### config.mk
export PLATFORM = sky130hd
export DESIGN_NAME = jk_pattern_driver
export DESIGN_NICKNAME = d
export VERILOG_FILES = /design/src/rtl/jk_pkg.sv /design/src/rtl/jk_exc_reg.sv /design/src/rtl/jk_pattern_driver.sv
export SDC_FILE = /design/constraint.sdc
export NUM_CORES = 1
export LEC_CHECK = 0
export ABC_AREA = 1
export CAP_MARGIN = 10
export CORE_ASPECT_RATIO = 1.75
export CORE_MARGIN = 8
export CORE_UTILIZATION = 57
export CTS_CLUSTER_SIZE = 14
export DETAILED_ROUTE_END_ITERATION = 10
export PLACE_DENSITY = 0.84
export SLEW_MARGIN = 10
export SYNTH_ARGS = -nofsm -noshare
export SYNTH_HDL_FRONTEND = slang
export SYNTH_HIERARCHICAL = 1
export SYNTH_SLANG_ARGS = --single-unit
### constraint.sdc
create_clock -name clk -period 2.5 [get_ports clk]
set_input_delay 0.25 -clock clk [delete_from_list [all_inputs] [get_ports clk]]
set_output_delay 0.25 -clock clk [all_outputs]
set_load 0.02 [all_outputs]
### src/rtl/jk_pkg.sv
// Shared types and the J/K excitation rule for the jkff pattern driver.
package jk_pkg;

  typedef enum logic [1:0] {IDLE, INIT, SEND, DRAIN} jk_state_t;

  localparam int unsigned EXC_MIN    = 0;
  localparam int unsigned EXC_TOGGLE = 1;
  localparam int unsigned ERR_MAX    = 255;

  // {j, k} that moves a JK flip-flop from q to t; the free input is filled per mode.
  function automatic logic [1:0] jk_excite(input logic q, input logic t,
                                           input int unsigned mode);
    logic fill;
    fill = (mode == EXC_TOGGLE) ? (q ^ t) : 1'b0;
    if (!q) jk_excite = {t, fill};
    else    jk_excite = {fill, ~t};
  endfunction

endpackage

### src/rtl/jk_exc_reg.sv
// Registered J/K excitation plus the model of the flip-flop state it produces.
module jk_exc_reg
  import jk_pkg::*;
#(
  parameter int unsigned EXC_MODE = EXC_MIN
) (
  input  logic clk,
  input  logic rst,
  input  logic init,
  input  logic load,
  input  logic t,
  output logic j_o,
  output logic k_o
);

  logic q_exp;

  // Idle cycles drive hold (0/0) so the flip-flop keeps its value.
  always_ff @(posedge clk) begin
    if (rst) begin
      j_o   <= 1'b0;
      k_o   <= 1'b0;
      q_exp <= 1'b0;
    end else if (init) begin
      j_o   <= 1'b0;
      k_o   <= 1'b1;
      q_exp <= 1'b0;
    end else if (load) begin
      {j_o, k_o} <= jk_excite(q_exp, t, EXC_MODE);
      q_exp      <= t;
    end else begin
      j_o <= 1'b0;
      k_o <= 1'b0;
    end
  end

endmodule

### src/rtl/jk_pattern_driver.sv
// Serialises target words into J/K excitation for a jkff and checks its q
// against the expected bit two edges later.
module jk_pattern_driver
  import jk_pkg::*;
#(
  parameter int unsigned WIDTH    = 8,
  parameter int unsigned EXC_MODE = EXC_MIN
) (
  input  logic             clk,
  input  logic             rst,
  input  logic             tgt_valid_i,
  input  logic [WIDTH-1:0] tgt_data_i,
  output logic             tgt_ready_o,
  output logic             j_o,
  output logic             k_o,
  input  logic             q_i,
  output logic             busy_o,
  output logic             done_o,
  output logic             err_o,
  output logic [7:0]       err_cnt_o
);

  localparam int unsigned   CW       = (WIDTH > 1) ? $clog2(WIDTH) : 1;
  localparam logic [CW-1:0] LAST_IDX = CW'(WIDTH - 1);

  jk_state_t        state;
  logic [WIDTH-1:0] shreg;
  logic [CW-1:0]    bit_idx;
  logic             synced;
  logic             chk1_en, chk1_exp, chk2_en, chk2_exp;
  logic             accept_c, exc_init_c, exc_load_c, exc_t_c;

  assign accept_c   = tgt_valid_i && tgt_ready_o;
  assign exc_init_c = (state == IDLE) && accept_c && !synced;
  assign exc_load_c = ((state == IDLE) && accept_c && synced) ||
                      (state == INIT) || (state == SEND);
  // Bit 0 comes straight from the input on a synced acceptance.
  assign exc_t_c    = (state == IDLE) ? tgt_data_i[0] : shreg[0];

  jk_exc_reg #(.EXC_MODE(EXC_MODE)) u_exc (
    .clk  (clk),
    .rst  (rst),
    .init (exc_init_c),
    .load (exc_load_c),
    .t    (exc_t_c),
    .j_o  (j_o),
    .k_o  (k_o)
  );

  // Word sequencing: accept, optional INIT, one SEND cycle per bit, DRAIN.
  always_ff @(posedge clk) begin
    if (rst) begin
      state       <= IDLE;
      shreg       <= '0;
      bit_idx     <= '0;
      synced      <= 1'b0;
      tgt_ready_o <= 1'b1;
      busy_o      <= 1'b0;
      done_o      <= 1'b0;
    end else begin
      done_o <= 1'b0;
      case (state)
        IDLE: begin
          if (accept_c) begin
            tgt_ready_o <= 1'b0;
            busy_o      <= 1'b1;
            if (synced) begin
              shreg   <= tgt_data_i >> 1;
              bit_idx <= CW'(1);
              state   <= (WIDTH == 1) ? DRAIN : SEND;
            end else begin
              shreg   <= tgt_data_i;
              bit_idx <= '0;
              synced  <= 1'b1;
              state   <= INIT;
            end
          end
        end
        INIT, SEND: begin
          shreg <= shreg >> 1;
          if (bit_idx == LAST_IDX) begin
            state <= DRAIN;
          end else begin
            bit_idx <= bit_idx + CW'(1);
            state   <= SEND;
          end
        end
        DRAIN: begin
          // Stage 1 empty means the final check happens at this edge.
          if (!chk1_en) begin
            state       <= IDLE;
            done_o      <= 1'b1;
            tgt_ready_o <= 1'b1;
            busy_o      <= 1'b0;
          end
        end
        default: state <= IDLE;
      endcase
    end
  end

  // Expected bit trails the excitation by two edges to meet the sampled q.
  always_ff @(posedge clk) begin
    if (rst) begin
      chk1_en   <= 1'b0;
      chk1_exp  <= 1'b0;
      chk2_en   <= 1'b0;
      chk2_exp  <= 1'b0;
      err_o     <= 1'b0;
      err_cnt_o <= '0;
    end else begin
      chk1_en  <= exc_load_c;
      chk1_exp <= exc_t_c;
      chk2_en  <= chk1_en;
      chk2_exp <= chk1_exp;
      if (chk2_en && (q_i != chk2_exp)) begin
        err_o <= 1'b1;
        if (err_cnt_o != 8'(ERR_MAX)) err_cnt_o <= err_cnt_o + 8'd1;
      end
    end
  end

endmodule

==> results of run 1 <==
[where the power goes]
| part | internal (mW) | total, mW | leakage [nW] | switching [mW] |
|---|---|---|---|---|
| clock | 0.249 | 0.448 | 0.0542 | 0.200 |
| sequential | 0.649 | 0.731 | 0.270 | 0.0826 |
| combinational | 0.296 | 0.800 | 0.574 | 0.503 |
[critical path, delay by kind of cell, from the launching register on]
family	cells	cell delay [ns]
adders and majority gates	1	0.56
DFF	1	0.36
buffers and inverters	2	0.22
and+or+nand+nor	4	0.51
[synthesized netlist by cell type (all sizes together)]
master / instances
dfxtp: 33
buf: 3
inv: 25
a21oi: 11
o21a: 2
nand2: 68
a31oi: 2
xor2: 1
o211ai: 2
nor3: 1
clkbuf: 1
o21ai: 14
nor2: 41
nand4: 3
ha: 8
or2: 1
nand3: 20
[logic make-up (layout without fill, tap and decap cells)]
group,count (synthesis),in the layout
DFF,33,33
AOI/OAI and AO/OA,31,31
adders and majority gates,8,8
and+or+nand+nor,134,134
xor gates and xnor gates,1,1
buffers and inverters,29,59
[layout make-up]
cell class | count | share of cell area [%]
Multi-Input combinational cell | 174 | 43.72
Sequential cell | 33 | 32.37
Timing Repair Buffer | 26 | 12.63
Clock buffer | 7 | 4.721
Inverter | 25 | 4.598
Tap cell | 28 | 1.717
Clock inverter | 1 | 0.2452
[state kept, by name, summed over array words and instances (netlist names)]
| register | cells |
|---|---|
| chk2_en | 1 |
| shreg | 8 |
| chk1_exp | 1 |
| synced | 1 |
| chk2_exp | 1 |
| u_exc/k_o | 1 |
| state | 2 |
| done_o | 1 |
| u_exc/q_exp | 1 |
| err_o | 1 |
| u_exc/j_o | 1 |
| err_cnt_o | 8 |
| tgt_ready_o | 1 |
| chk1_en | 1 |
| bit_idx | 3 |
| busy_o | 1 |
[path summary, 6_finish.rpt]
kind         cells past startpoint                   from                    end
max reg2reg                      7  state[0]$_SDFFE_PP0P_  shreg[3]$_SDFFE_PP0P_
max                              7  state[0]$_SDFFE_PP0P_  shreg[3]$_SDFFE_PP0P_
min                              2    chk1_exp$_SDFF_PP0_    chk2_exp$_SDFF_PP0_
min reg2reg                      2    chk1_exp$_SDFF_PP0_    chk2_exp$_SDFF_PP0_
[layer usage]
metal	GRT usage [%]	vias up	part of all wire, %	wire (µm)
met5	0	-	0	0
met3	3.338	9	3.9	136
li1	-	814	-	-
met4	9.013	0	2.9	102
met2	27.95	30	52	1812
met1	14.19	688	41	1415
==> run metrics, run 1 <==
Compound-Gate Fraction of Synth Area=10.46%; Synth Area in Adders=5.979%; Boundary Pins=26; Max-Cap Viols=0; syn avg cell area=7.094 µm²; Total Neg Setup Slack=0 ns; Hold-fix buffers, CTS=0; Die Wd=56.97 µm; final core occ=71.29%; synthesized area=0.001674 mm²; Die Ht=87.69 µm; Nets=285; DRC viols=0; area delta synth->final=21.90%; Pleak=0.8983 nW; crit start category=flip-flop; largest family of logic cells by synthesized area=simple AND/OR/NAND/NOR gates; Setup CP Type=flip-flop to flip-flop; placed cells=286; Final Cycle Share=70.30%; area fraction of the dominant cell type after synthesis=39.46%; Worst Path Required=2.68 ns; initial drt markers=50; Cell Area, Placed=0.001939 mm²; core footprint=0.002863 mm²; worst clock skew=0.004995 ns; share of layout cells above drive strength 1=9.023%; postcts setup bufs=0; Worst path max stage delay=0.56 ns; multiplexer share of the synthesized area=0%; standard-cell rows=26; Clk pin slew, worst setup/hold paths=0.07 ns; count of cell types in the netlist=27; crit-path cells=inv_1, ha_1, nand2_1, nand2_2, inv_2, nor2_1, nor2_1; vias in the first global route=1,500; root buffer cell=clkbuf_8; Peak Freq=569.0 MHz; fin worst setup slack=0.7424 ns; Area contributors post-synth=dfxtp_1, nand2_1, nor2_1; CTS tree=built; initial antenna violation count=0; Design Area, Final=0.002041 mm²; Vias per Instance=5.241; Pins Over Slew Limit=0; crit end category=flip-flop; wire length per cell=11.79 µm; grt total ovfl=0; worst slack, placed=0.7680 ns; VDD IR-drop max=0.0006784 V; final non-filler cell total=294; register area=660.6 µm²; total global-route track usage=14.97%; Initial Util=58.48%; Yosys Warn Count=6; commonest non-fill, non-tap cells in the layout=nand2_1, nor2_1, dfxtp_1; Clock Latency Late Sink=0.29 ns; slowest stage cell, crit path=ha_1; # diodes=0; Final ANT Viol Nets=0; outcome=complete, no violations; Hold Fails Final Rpt=0; clock sinks=33; First-pass DRT Iterations=6; Power per Cell Area=970.0 mW/mm²; Final Wtd Congestion=0.8414; reg2reg setup slack=0.74 ns; via count=1,541; Port-buffer cells=25; top cell type by total area after synthesis=dfxtp_1; most common cell after layout, fill and taps aside=nand2_1; CTS H-tree lvls=2; simple-gate share of the synthesized area=36.32%; XOR/XNOR share of the synthesized area=0.5232%; Worst-Margin Slew=0.4440 ns; fin crit period=1.758 ns; TritonCTS buffer count=5; Synth Register Bits=33; Multi-input gate area=892.1 µm²; Syn Inst Count=236; CTS resizes=0; Synth Net Count=256; detailed-placement wirelength estimate=2643 µm; pin count of the biggest net entering global routing=17; first-pass GRT wire length=6092 µm; crit path max fanout=13; Hold Path Class=flip-flop to flip-flop; most used cell, CP=nor2_1; power consumption=1.979 mW; number of fill cells in the layout=232; Worst slew margin=70.37%; RSZ-0062 raised after global routing=false; Bufs on Longest Clock Path=2; smallest hold slack=0.4046 ns; DIE AREA=0.004995 mm²; final setup fails=0; sequential share of the synthesized area=39.46%; Arrival @ worst endpoint=1.94 ns; Routed WL=3465 µm
No activity file was read; power rests on OpenSTA's default activity.
==> run 2, diff against run 1 <==
Settings changed: CORE_UTILIZATION 57 to 53, PLACE_DENSITY 0.84 to 0.79.
Clock period 2.5 ns to 1.76 ns, I/O delays scaled along.
==> run metrics, run 2 (same netlist as run 1, synthesis figures left out) <==
outcome=complete, no violations; Total Neg Setup Slack=0 ns; Die Wd=58.49 µm; Pleak=0.9179 nW; reg2reg start=state[0]$_SDFFE_PP0P_; grt total ovfl=0; initial drt markers=31; Worst slew margin=70.44%; First-pass DRT Iterations=4; fin crit period=1.597 ns; share of layout cells above drive strength 1=9.738%; detailed-placement wirelength estimate=2740 µm; CTS tree=built; clock sinks=33; power consumption=3.103 mW; TritonCTS buffer count=5; HP Start=chk1_exp$_SDFF_PP0_; Initial Util=54.46%; Clk pin slew, worst setup/hold paths=0.08 ns; worst slack, placed=0.2171 ns; Nets=286; VDD IR-drop max=0.001232 V; via count=1,599; CTS H-tree lvls=2; final setup fails=0; top routing layer in use=met4; Power per Cell Area=1469 mW/mm²; Die Ht=90.35 µm; Top delay family on crit path=buffers and inverters; core footprint=0.003074 mm²; # diodes=0; M1 wire length=1313 µm; DIE AREA=0.005284 mm²; postcts setup bufs=0; initial antenna violation count=0; worst path bufs/invs=1; Worst Path Required=1.58 ns; Bufs on Longest Clock Path=2; Arrival @ worst endpoint=1.42 ns; met3 WL post-DR=180 µm; Max-Cap Viols=0; crit start category=flip-flop; Vias per Instance=5.158; Boundary Pins=26; vias in the first global route=1,578; wire length per cell=11.74 µm; crit-path cells=clkdlybuf4s50_1; Hold Fails Final Rpt=0; Worst path max stage delay=0.66 ns; Peak Freq=626.3 MHz; total global-route track usage=15.54%; most common cell after layout, fill and taps aside=nand2_1; number of fill cells in the layout=252; fin worst setup slack=0.1633 ns; top flop regs=err_cnt_o x8, shreg x8, bit_idx x3; final core occ=68.70%; DRC viols=0; slowest stage cell, crit path=clkdlybuf4s50_1; pin count of the biggest net entering global routing=17; Hold-fix buffers, CTS=0; CP startpoint=err_cnt_o[2]$_SDFFE_PP0P_; first-pass GRT wire length=6513 µm; Final Wtd Congestion=0.8713; area delta synth->final=26.16%; Port-buffer cells=25; standard-cell rows=27; CTS resizes=0; Hold Path Class=flip-flop to flip-flop; commonest non-fill, non-tap cells in the layout=nand2_1, nor2_1, dfxtp_1; worst clock skew=0.007530 ns; crit end category=output pin; met2 wire length=2032 µm; Final Cycle Share=90.72%; root buffer cell=clkbuf_8; Final ANT Viol Nets=0; crit path max fanout=6; Routed WL=3639 µm; Worst-Margin Slew=0.4429 ns; Clock Latency Late Sink=0.29 ns; RSZ-0062 raised after global routing=false; Setup CP Type=flip-flop to output pin; Pins Over Slew Limit=0
run 2: cell count changes in the layout (fill, tap and decap cells not counted):
cell       previous run  this run
ha_4                  0         1
buf_4                 1         2
clkbuf_8              7         5
bufinv_16             0         2
ha_1                  8         7
run 2: area by class of cell:
class / instances / area, µm² / share of cell area [%]
clock buffer: 5 / 68.82 / 3.258
clock inverter: 3 / 65.06 / 3.081
inverter: 25 / 93.84 / 4.443
multi-input combinational: 174 / 904.6 / 42.83
sequential: 33 / 660.6 / 31.28
tap: 43 / 53.80 / 2.547
timing repair buffer: 27 / 265.3 / 12.56
run 2: path summary, 6_finish.rpt:
check | endpoint | slack (ns) | depth (start not counted)
worst min-delay path | chk2_exp$_SDFF_PP0_ | 0.41 | 2
worst max register to register | shreg[5]$_SDFFE_PP0P_ | 0.25 | 8
worst max-delay path | err_cnt_o[2] | 0.16 | 1
worst min register to register | chk2_exp$_SDFF_PP0_ | 0.41 | 2
run 2: metal layers:
layer / track usage (%) / vias up
met2: 29.26 / 41
li1: - / 810
met1: 13.50 / 737
met5: 0 / -
met4: 9.259 / 0
met3: 4.280 / 11
run 2: where the power goes:
| part | switching (mW) | total (mW) | internal (mW) |
|---|---|---|---|
| Clock | 0.292 | 0.854 | 0.563 |
| Combinational | 0.739 | 1.21 | 0.470 |
| Sequential | 0.119 | 1.04 | 0.921 |
| Total | 1.15 | 3.10 | 1.95 |
run 2: per-stage QoR:
| step | cell area, µm² | std cells | hold slack [ns] |
|---|---|---|---|
| final | 2112 | 310 | 0.4147 |
| after global placement | 1966 | 302 | 0.3991 |
| after floorplan | 1674 | 236 | 0.2384 |
| after CTS | 2100 | 310 | 0.4160 |
| after global routing | 2112 | 310 | 0.4526 |
| after detailed placement | 1966 | 302 | 0.4127 |
